**config.mk**
```make
export PLATFORM = sky130hd
export DESIGN_NAME = rf_ook_keyer
export DESIGN_NICKNAME = d
export VERILOG_FILES = /design/src/rtl/rf_ook_keyer.sv
export SDC_FILE = /design/constraint.sdc
export NUM_CORES = 1
export LEC_CHECK = 0
export CAP_MARGIN = 15
export CORE_MARGIN = 5
export CORE_UTILIZATION = 30
export DETAILED_ROUTE_END_ITERATION = 6
export PLACE_DENSITY = 0.59
export SYNTH_ARGS = -nofsm -noshare
export SYNTH_HDL_FRONTEND = slang
export SYNTH_SLANG_ARGS = --single-unit
```
**constraint.sdc**
```tcl
create_clock -name CLK -period 3.9 [get_ports CLK]
set_input_delay 0.78 -clock CLK [delete_from_list [all_inputs] [get_ports CLK]]
set_output_delay 0.78 -clock CLK [all_outputs]
set_load 0.02 [all_outputs]
```
**src/rtl/rf_ook_keyer.sv**
```systemverilog
// rf_ook_keyer: on-off-keyed RF transmitter.
// A word accepted on valid&ready is shifted out MSB-first as a keying envelope
// (key). Each bit lasts bit_len+1 CLK cycles, and GAP_BITS idle bit periods
// follow every word. A programmable carrier is derived from CLK, and
// rf = car & key is registered.
// A heartbeat LED blinks 4x faster while a frame is in progress.
// Optional build macro RF_OOK_MANCHESTER_EN: each bit becomes two half-periods
// (bit, ~bit), and gap periods are doubled to match.
module rf_ook_keyer #(
    parameter int unsigned DATA_W   = 8,
    parameter int unsigned BIT_W    = 16,
    parameter int unsigned CAR_W    = 8,
    parameter int unsigned GAP_BITS = 2,
    parameter int unsigned LED_W    = 22
) (
    input  logic              CLK,
    input  logic              RST_N,
    input  logic              en,
    input  logic [CAR_W-1:0]  car_half,
    input  logic [BIT_W-1:0]  bit_len,
    input  logic [DATA_W-1:0] data,
    input  logic              valid,
    output logic              ready,
    output logic              busy,
    output logic              done,
    output logic              key,
    output logic              rf,
    output logic              led
);

    localparam int unsigned IDX_W    = (DATA_W > 1) ? $clog2(DATA_W) : 1;
    localparam int unsigned GAP_W    = (GAP_BITS > 1) ? $clog2(GAP_BITS) : 1;
    localparam int unsigned GAP_LAST = (GAP_BITS > 0) ? GAP_BITS - 1 : 0;

    typedef enum logic [1:0] {
        IDLE = 2'd0,
        SEND = 2'd1,
        GAP  = 2'd2
    } state_t;

    state_t            state_q, state_d;
    logic [DATA_W-1:0] shreg_q, shreg_d;
    logic [IDX_W-1:0]  bit_idx_q, bit_idx_d;
    logic [BIT_W-1:0]  bit_cnt_q, bit_cnt_d;
    logic [GAP_W-1:0]  gap_cnt_q, gap_cnt_d;
    logic              key_d;
    logic              done_d;
    logic [CAR_W-1:0]  car_cnt;
    logic              car;
    logic [LED_W-1:0]  hb;
    logic              bit_end;
    logic              sym_end;

`ifdef RF_OOK_MANCHESTER_EN
    logic              half_q, half_d;
`endif

    // Handshake availability; forced low while reset is asserted.
    assign ready = (state_q == IDLE) & en & RST_N;

    // End of one bit period; the >= compare absorbs a bit_len reduced mid-period.
    assign bit_end = (bit_cnt_q >= bit_len);

    // End of one symbol: a whole bit period (NRZ) or its second half (Manchester).
`ifdef RF_OOK_MANCHESTER_EN
    assign sym_end = bit_end & half_q;
`else
    assign sym_end = bit_end;
`endif

    // Carrier divider: toggle car every car_half+1 cycles while enabled.
    always_ff @(posedge CLK or negedge RST_N) begin
        if (!RST_N) begin
            car_cnt <= '0;
            car     <= 1'b0;
        end else if (!en) begin
            car_cnt <= '0;
            car     <= 1'b0;
        end else if (car_cnt >= car_half) begin
            car_cnt <= '0;
            car     <= ~car;
        end else begin
            car_cnt <= car_cnt + CAR_W'(1);
        end
    end

    // Gate the carrier with the envelope, registered so rf never glitches.
    always_ff @(posedge CLK or negedge RST_N) begin
        if (!RST_N) begin
            rf <= 1'b0;
        end else begin
            rf <= car & key;
        end
    end

    // Heartbeat: free-running counter, faster LED tap while a frame is active.
    always_ff @(posedge CLK or negedge RST_N) begin
        if (!RST_N) begin
            hb  <= '0;
            led <= 1'b0;
        end else begin
            hb  <= hb + LED_W'(1);
            led <= busy ? hb[LED_W-3] : hb[LED_W-1];
        end
    end

    // Keyer state and datapath registers.
    always_ff @(posedge CLK or negedge RST_N) begin
        if (!RST_N) begin
            state_q   <= IDLE;
            shreg_q   <= '0;
            bit_idx_q <= '0;
            bit_cnt_q <= '0;
            gap_cnt_q <= '0;
            key       <= 1'b0;
            done      <= 1'b0;
            busy      <= 1'b0;
`ifdef RF_OOK_MANCHESTER_EN
            half_q    <= 1'b0;
`endif
        end else begin
            state_q   <= state_d;
            shreg_q   <= shreg_d;
            bit_idx_q <= bit_idx_d;
            bit_cnt_q <= bit_cnt_d;
            gap_cnt_q <= gap_cnt_d;
            key       <= key_d;
            done      <= done_d;
            busy      <= (state_d != IDLE);
`ifdef RF_OOK_MANCHESTER_EN
            half_q    <= half_d;
`endif
        end
    end

    // Next-state and datapath decode for the keyer.
    always_comb begin
        state_d   = state_q;
        shreg_d   = shreg_q;
        bit_idx_d = bit_idx_q;
        bit_cnt_d = bit_cnt_q;
        gap_cnt_d = gap_cnt_q;
        key_d     = key;
        done_d    = 1'b0;
`ifdef RF_OOK_MANCHESTER_EN
        half_d    = half_q;
`endif

        if (!en) begin
            // Abort: clear everything without signalling completion.
            state_d   = IDLE;
            shreg_d   = '0;
            bit_idx_d = '0;
            bit_cnt_d = '0;
            gap_cnt_d = '0;
            key_d     = 1'b0;
`ifdef RF_OOK_MANCHESTER_EN
            half_d    = 1'b0;
`endif
        end else begin
            case (state_q)
                IDLE: begin
                    if (valid) begin
                        state_d   = SEND;
                        shreg_d   = data;
                        bit_idx_d = IDX_W'(DATA_W - 1);
                        bit_cnt_d = '0;
                        key_d     = data[DATA_W-1];
`ifdef RF_OOK_MANCHESTER_EN
                        half_d    = 1'b0;
`endif
                    end
                end

                SEND: begin
                    bit_cnt_d = bit_end ? '0 : bit_cnt_q + BIT_W'(1);
`ifdef RF_OOK_MANCHESTER_EN
                    if (bit_end) begin
                        half_d = ~half_q;
                        if (!half_q) begin
                            key_d = ~shreg_q[DATA_W-1];
                        end
                    end
`endif
                    if (sym_end) begin
                        if (bit_idx_q != '0) begin
                            shreg_d   = shreg_q << 1;
                            key_d     = shreg_q[DATA_W-2];
                            bit_idx_d = bit_idx_q - IDX_W'(1);
                        end else begin
                            key_d = 1'b0;
                            if (GAP_BITS == 0) begin
                                state_d = IDLE;
                                done_d  = 1'b1;
                            end else begin
                                state_d   = GAP;
                                gap_cnt_d = '0;
                            end
                        end
                    end
                end

                GAP: begin
                    key_d     = 1'b0;
                    bit_cnt_d = bit_end ? '0 : bit_cnt_q + BIT_W'(1);
`ifdef RF_OOK_MANCHESTER_EN
                    if (bit_end) begin
                        half_d = ~half_q;
                    end
`endif
                    if (sym_end) begin
                        if (gap_cnt_q == GAP_W'(GAP_LAST)) begin
                            state_d   = IDLE;
                            done_d    = 1'b1;
                            gap_cnt_d = '0;
                        end else begin
                            gap_cnt_d = gap_cnt_q + GAP_W'(1);
                        end
                    end
                end

                default: begin
                    state_d = IDLE;
                    key_d   = 1'b0;
                end
            endcase
        end
    end

endmodule

```
==> flow_metrics.tcl, run 1 <==
set metrics [dict create \
    fin_nets 500 \
    postCtsSetupBuffers 0 \
    instances_no_fill 604 \
    ys_warn_count 0 \
    via_count 2832 \
    synthCells 382 \
    postPlaceCellArea_mm2 0.004355 \
    drtPass1Iterations 4 \
    crit_path_start_kind "input port" \
    htreeDepth 3 \
    clock_path_buffers 2 \
    mostFrequentLayoutCells "65 x dfrtp_1, 40 x clkdlybuf4s50_1, 35 x inv_1, 35 x nor2_1, 33 x ha_1" \
    syn_area_mm2 0.003741 \
    cts_root_buf "clkbuf_16" \
    setup.worst_path.end_class "register" \
    wire_per_inst_um 12.37 \
    dp.cells 588 \
    critical_path.max_fanout 9 \
    seq_area_frac_synth_pct 43.48 \
    reg2regPathDepth 8 \
    clk_latency_ns 0.33 \
    synth_fp_nets 451 \
    numPortBuffers 41 \
    die_w_um 121.7 \
    die_h_um 121.7 \
    hold_path_depth 1 \
    synth-edff-count 0 \
    gr-total-overflow 0 \
    power.density_mw_per_mm2 410.5 \
    layout_commonest_cell "dfrtp_1" \
    drc 0 \
    cts_tree "yes" \
    ios 42 \
    hp-class "reg -> reg" \
    ys_ff_latch 65 \
    avgSynthCellArea_um2 9.793 \
    fin_crit_ns 3.174 \
    die_area_mm2 0.01480 \
    setup_violations 0 \
    clock-sinks 65 \
    setup-tns-final_ns 0 \
    final-hold-violation-count 0 \
    ctsResizeCount 0 \
    core_mm2 0.01211 \
    path_clk_slew_ns 0.05 \
    fmax_mhz 315.1 \
    grt_usage_pct 10.72 \
    status "complete, no violations" \
    async_flop_share_pct 100.0 \
    rsz0062_at_grt "false" \
    initial_core_util_pct 30.89 \
    drive_gt1_share_pct 8.028 \
    grt_max_degree 66 \
    dp_hpwl_mm 5.608 \
    antenna_left 0 \
    power.total_mw 1.943 \
    worst_pin_slew_ns 0.7994 \
    cts_hold_buf 0 \
    path_class "in -> reg" \
    fin_crit_sh_pct 81.38 \
    synth.distinct_cells 42 \
    synthToLayoutAreaGrowth_pct 26.52 \
    drtIter0Drc 155 \
    fin_worst_skew_ns 0.004192 \
    leakage_nw 2.328 \
    worstPathRequired_ns 4.11 \
    antenna_found_initial 0 \
    relSlewSlack_pct 46.70 \
    insertedDiodeCount 0 \
    num_rows 40 \
    final_cell_area_mm2 0.004733 \
    routed_wirelength_mm 7.470 \
    globalplace.congestion 0.7662 \
    maxCapViolations 0 \
    grt_pass1_vias 2859 \
    grt_pass1_wl_mm 12.89 \
    irDropWorstVdd_v 0.0002280 \
    numCtsBuffers 9 \
    slew_violations 0 \
    arrival_ns 3.38 \
    synth_flop_cell "dfrtp_1" \
    via_per_inst 4.689 \
]
-- worst max-delay path: stages --
cell             delay, ns
clkdlybuf4s50_1       0.40
ha_1                  0.29
nand2b_4              0.13
a2111o_1              0.42
a32oi_2               0.32
nand2_2               0.17
o31ai_4               0.47
mux2_2                0.39
-- flip-flops by register name, indices dropped and copies added, names as in the netlist, 2 cells and up --
signal and cells:
state_q 2, car_cnt 8, bit_idx_q 3, hb 22, shreg_q 7, bit_cnt_q 16
-- area by class of cell --
class	count	area (µm²)
Multi-Input combinational cell	276	1959
Clock buffer	11	252.7
Sequential cell	65	1627
Inverter	35	131.4
Tap cell	168	210.2
Timing Repair Buffer	44	427.9
Clock inverter	5	125.1
Fill cell	1234	7378
-- where the power goes --
group          switching (mW)  leakage [nW]  internal (mW)
clock network           0.284         0.186          0.722
registers              0.0210         0.876          0.702
logic                   0.107          1.27          0.107
-- kinds of logic after synthesis --
| family | synth area share (%) |
|---|---|
| DFF | 43.48 |
| buffers and inverters | 4.147 |
| AOI/OAI and AO/OA | 10.60 |
| xor gates and xnor gates | 7.960 |
| and+or+nand+nor | 18.19 |
| muxes | 4.582 |
| adders and majority gates | 11.04 |
-- metal layers --
metal / GRT usage (%) / share of wire (%) / vias up / routed length [µm]
met4: 3.291 / 1.2 / 0 / 87
met1: 13.01 / 46 / 1365 / 3420
li1: - / - / 1417 / -
met5: 0 / 0 / - / 0
met3: 2.925 / 3.9 / 10 / 289
met2: 18.51 / 49 / 40 / 3672
-- Yosys cell counts (2+ instances only) --
cell       n  area, µm²
nor2b_1    2      12.51
nor3_1     3      15.01
o21ai_0   18      90.09
nand4_1    8      50.05
xor2_1    16      140.1
o211a_1    2      20.02
mux2_2     9      101.4
ha_1      33      412.9
a211oi_1   2      15.01
xnor2_1   18      157.7
dfrtp_1   65       1627
clkbuf_1   4      15.01
nand3_1   23      115.1
nand2b_1   5      31.28
inv_1     35      131.4
a21oi_1   15      75.07
and2_1     5      31.28
a211o_1    3      26.28
o21a_1     3      22.52
nor2_1    35      131.4
nor3b_1    4      30.03
mux2i_1    7      70.07
nand2_1   25      93.84
and3_1    16      100.1
a21o_1     7      52.55
and4_1     3      26.28
-- through the flow --
stage	hold slack (ns)	utilization [%]	worst slack [ns]
after global routing	0.4880	39.08	0.6220
after floorplan	0.4342	-	1.069
after detailed placement	0.4610	35.96	0.3707
after CTS	0.4706	39.08	0.7209
final	0.4721	39.08	0.7262
after global placement	0.4486	35.96	0.4187
-- final timing paths --
path / slack (ns) / startpoint / to
worst max-delay path: 0.73 / bit_len[0] / shreg_q[3]
worst min-delay path: 0.47 / hb[21] / hb[21]
worst max register to register: 1.08 / bit_cnt_q[0] / shreg_q[3]
worst min register to register: 0.47 / hb[21] / hb[21]
max in group asynchronous: 2.68 / RST_N / bit_cnt_q[0]
min in group asynchronous: 0.70 / RST_N / bit_cnt_q[9]
No activity file was read; power rests on OpenSTA's default activity.
==> run 2, diff against run 1 <==
PLACE_DENSITY = 0.61   (was 0.59)
clock period = 2.6 ns   (was 3.9 ns; I/O delays follow)
==> run 2 against run 1 <==
Sequential power increased by 49%. Power up 47%. Via count rose by 1.5%. Flip-flop and latch count stayed put. Global-route usage grew 0.28 points. First-iteration DRC count is 1.9% higher. Core utilization rose by 1.9 points.
==> flow_metrics.tcl, run 2 (synthesized netlist as in run 1, its figures left out) <==
set metrics [dict create \
    clk_latency_ns 0.33 \
    antenna_left 0 \
    via_count 2874 \
    p_sw_mw 0.6609 \
    setup.worst_path.end_class "register" \
    die_h_um 121.7 \
    switching_share_pct 23.10 \
    regMostFlops "hb" \
    dp_hpwl_mm 5.702 \
    drc 0 \
    die_w_um 121.7 \
    postPlaceCellArea_mm2 0.004458 \
    drive_gt1_share_pct 13.91 \
    final-hold-violation-count 0 \
    drtIter0Drc 158 \
    leakage_nw 2.409 \
    final_cell_area_mm2 0.004960 \
    numPortBuffers 41 \
    relSlewSlack_pct 46.48 \
    via_per_inst 4.628 \
    worstPathRequired_ns 2.81 \
    path_class "in -> reg" \
    grt_pass1_wl_mm 13.19 \
    grt_pass1_vias 2983 \
    wire_per_inst_um 12.67 \
    fin_worst_skew_ns 0.005936 \
    htreeDepth 3 \
    arrival_ns 2.73 \
    grt_usage_pct 11.00 \
    globalplace.congestion 0.7654 \
    fin_crit_ns 2.516 \
    rsz0062_at_grt "true" \
    clock-sinks 65 \
    fin_crit_sh_pct 96.77 \
    worst_pin_slew_ns 0.8028 \
    largest_reg_flops 22 \
    ios 42 \
    power_frac_seq_pct 37.9 \
    slew_violations 0 \
    grt_max_degree 66 \
    path_clk_slew_ns 0.06 \
    fmax_mhz 397.5 \
    mostFrequentLayoutCells "65 x dfrtp_1, 38 x clkdlybuf4s50_1, 35 x nor2_1" \
    layout_commonest_cell "dfrtp_1" \
    initial_core_util_pct 30.89 \
    gr-total-overflow 0 \
    clkPwrFrac_pct 48.3 \
    antenna_found_initial 0 \
    cts_hold_buf 0 \
    reg_top3 "hb x22, bit_cnt_q x16, car_cnt x8" \
    critical_path.max_fanout 4 \
    power.total_mw 2.861 \
    num_rows 40 \
    crit_path_start_kind "input port" \
    routed_wirelength_mm 7.870 \
    die_area_mm2 0.01480 \
    maxCapViolations 0 \
    p_int_mw 2.200 \
    hp-class "in -> async" \
    fin_nets 517 \
    power_frac_comb_pct 13.8 \
    setup_violations 0 \
    cts_tree "yes" \
    numCtsBuffers 9 \
    power.density_mw_per_mm2 576.8 \
    synthToLayoutAreaGrowth_pct 32.58 \
    cts_root_buf "clkbuf_16" \
    insertedDiodeCount 0 \
    irDropWorstVdd_v 0.0003650 \
    drtPass1Iterations 4 \
    core_mm2 0.01211 \
    clock_path_buffers 2 \
    status "complete, no violations" \
]
## run 2: repair_timing
| action | 4_1_cts | 5_1_grt |
|---|---|---|
| setup endpoints to repair | 16 | 15 |
| hold endpoints to repair | 0 | 0 |
| pin swaps | 6 | 11 |
| gates cloned | 1 | 1 |
| gates resized for setup | 12 | 12 |
| buffers inserted | 2 | 1 |
## run 2: power by group through the flow
stage | clock network [mW] | logic [mW] | registers (mW)
finish | 1.38 | 0.394 | 1.08
global route | 1.45 | 0.437 | 1.09
CTS | 1.41 | 0.389 | 1.08
detailed placement | 0 | 0.351 | 1.10
global placement | 0 | 0.343 | 1.10
floorplan | 0 | 0.195 | 1.10
## run 2: path summary, 6_finish.rpt
check	start	to	slack, ns	cells past startpoint
setup / recovery	bit_len[3]	shreg_q[4]	0.08	10
hold / removal	RST_N	bit_cnt_q[14]	0.43	2
setup reg to reg	bit_cnt_q[0]	shreg_q[4]	0.16	10
hold reg to reg	hb[11]	hb[11]	0.47	1
max in group asynchronous	RST_N	shreg_q[4]	1.65	2
min in group CLK	hb[11]	hb[11]	0.47	1
## run 2: layout make-up
| class | instances | area [µm²] |
|---|---|---|
| multi-input combinational | 276 | 2057 |
| sequential | 65 | 1627 |
| clock inverter | 7 | 118.9 |
| timing repair buffer | 61 | 590.6 |
| inverter | 35 | 131.4 |
| clock buffer | 9 | 225.2 |
| fill | 1200 | 7152 |
| tap | 168 | 210.2 |
## run 2: metal layers
metal / vias to the layer above / wire length [µm] / part of all wire, % / global-route usage (%)
li1: 1448 / - / - / -
met1: 1362 / 3660 / 47 / 13.39
met2: 45 / 3622 / 46 / 17.75
met3: 19 / 274 / 3.5 / 2.600
met4: 0 / 312 / 4.0 / 6.443
met5: - / 0 / 0 / 0
## run 2: critical path, cell delays in order
cell and delay (ns):
clkdlybuf4s50_1 0.45, inv_1 0.04, ha_2 0.17, a2111o_1 0.39
a32oi_2 0.25, nand2_2 0.13, o31ai_4 0.19, buf_6 0.16
buf_16 0.11, mux2_2 0.32
## run 2: through the flow
step / std cells / TNS, ns / worst slack, ns / util [%] / hold slack (ns)
2_1_floorplan: 382 / 0 / 0.02934 / - / 0.2244
3_3_place_gp: 600 / -8.556 / -0.3726 / 36.81 / 0.4546
3_5_place_dp: 600 / -8.985 / -0.3910 / 36.81 / 0.4558
4_1_cts: 619 / 0 / 0.007290 / 40.27 / 0.4564
5_1_grt: 621 / -0.0005651 / -0.0005651 / 40.95 / 0.4871
6_report: 621 / 0 / 0.08403 / 40.95 / 0.4293
==> run 3, diff against run 2 <==
DONT_BUFFER_PORTS = 1   (was unset)
PLACE_DENSITY = 0.56   (was 0.61)
==> run 3 against run 2 <==
Clock power down 19%. Maximum frequency rose by 3.7%. Largest cell class unchanged. Critical endpoint is now bit_idx_q[0]. Hold slack got worse by 0.36 ns. Highest routed layer unchanged.
==> flow_metrics.tcl, run 3 (synthesized netlist as in run 1, its figures left out) <==
set metrics [dict create \
    die_area_mm2 0.01480 \
    routed_wirelength_mm 7.655 \
    worstPathRequired_ns 2.82 \
    core_mm2 0.01211 \
    synthToLayoutAreaGrowth_pct 15.35 \
    grt_pass1_vias 2707 \
    gr-total-overflow 0 \
    drtPass1Iterations 4 \
    drc 0 \
    dp_hpwl_mm 5.598 \
    power.density_mw_per_mm2 575.8 \
    worst_pin_slew_ns 0.5248 \
    r2r_start "bit_cnt_q[0]" \
    cts_root_buf "clkbuf_16" \
    fin_nets 465 \
    layout_commonest_cell "dfrtp_1" \
    path_clk_slew_ns 0.06 \
    reg2reg_setup_slack_ns 0.17 \
    power.total_mw 2.485 \
    wire_per_inst_um 13.45 \
    drtIter0Drc 84 \
    status "complete, no violations" \
    fillers 1244 \
    whs_ns 0.06809 \
    numCtsBuffers 9 \
    setup_violations 0 \
    via_per_inst 4.747 \
    path_class "reg -> reg" \
    via_count 2701 \
    htreeDepth 3 \
    clock-sinks 65 \
    grt_max_degree 66 \
    fin_worst_skew_ns 0.006261 \
    grt_pass1_wl_mm 12.67 \
    maxCapViolations 0 \
    antenna_found_initial 0 \
    r2r-end "bit_idx_q[0]" \
    die_w_um 121.7 \
    setup-tns-final_ns 0 \
    rsz0062_at_grt "false" \
    initial_core_util_pct 30.89 \
    die_h_um 121.7 \
    slew_violations 0 \
    hp-class "in -> async" \
    irDropWorstVdd_v 0.0003412 \
    arrival_ns 2.64 \
    relSlewSlack_pct 64.98 \
    drive_gt1_share_pct 10.22 \
    num_rows 40 \
    largest_reg_flops 22 \
    utilization_pct 35.63 \
    fin_crit_ns 2.426 \
    numPortBuffers 0 \
    postCtsSetupBuffers 0 \
    final-hold-violation-count 0 \
    reg_top3 "hb x22, bit_cnt_q x16, car_cnt x8" \
    mostFrequentLayoutCells "65 x dfrtp_1, 35 x inv_1, 35 x nor2_1" \
    regMostFlops "hb" \
    ios 42 \
    globalplace.congestion 0.7797 \
    clk_latency_ns 0.33 \
    antenna_left 0 \
    grt_usage_pct 10.75 \
    fmax_mhz 412.1 \
    setup.worst_path.end_class "register" \
    cts_tree "yes" \
    insertedDiodeCount 0 \
    fin_crit_sh_pct 93.32 \
    crit_path_start_kind "register" \
    leakage_nw 2.160 \
    critical_path.max_fanout 9 \
    clock_path_buffers 2 \
    reg2regPathDepth 9 \
]
## run 3: layer usage
metal	vias to the layer above	GRT usage, %	routed length [µm]
met5	-	0	0
met4	0	4.202	131
met3	11	3.296	330
met2	38	17.75	3690
met1	1306	13.13	3502
li1	1346	-	-
## run 3: worst max-delay path: stages (launching register included)
cell,delay (ns)
dfrtp_1,0.36
inv_1,0.05
ha_1,0.26
nand2b_4,0.13
a2111o_1,0.41
a32oi_2,0.26
nand2_2,0.13
o31ai_4,0.22
buf_12,0.16
mux2_2,0.33
## run 3: worst max path at each step
stage	from	end	cells past startpoint
2_1_floorplan	bit_len[0]	bit_idx_q[0]	7
3_3_place_gp	bit_len[0]	shreg_q[3]	8
3_5_place_dp	bit_len[13]	busy	9
4_1_cts	bit_cnt_q[13]	busy	8
5_1_grt	bit_cnt_q[0]	shreg_q[3]	9
6_report	bit_cnt_q[0]	bit_idx_q[0]	9
## run 3: timing repair
action                     4_1_cts  5_1_grt
setup endpoints to repair        0        9
hold buffers                     1        0
hold endpoints to repair        65        0
resized for setup                0        2
## run 3: power by group
group / internal (mW) / switching (mW)
logic: 0.125 / 0.148
clock network: 0.671 / 0.452
registers: 1.05 / 0.0359
total: 1.85 / 0.635
## run 3: per-stage QoR
stage	instances	area (µm²)	worst slack, ns
floorplan	382	3741	0.02934
global placement	552	4000	0.04890
detailed placement	552	4000	0.008954
CTS	569	4309	0.06038
global route	569	4315	0.07720
finish	569	4315	0.1736
## run 3: layout make-up
cell class	count	area, µm²	area share, %
multi-input cells	276	1966	45.55
well taps	168	210.2	4.871
clock buffers	10	239.0	5.538
flip-flops and latches	65	1627	37.69
clock inverters	6	42.54	0.9858
repair buffers	9	100.1	2.320
inverters	35	131.4	3.044
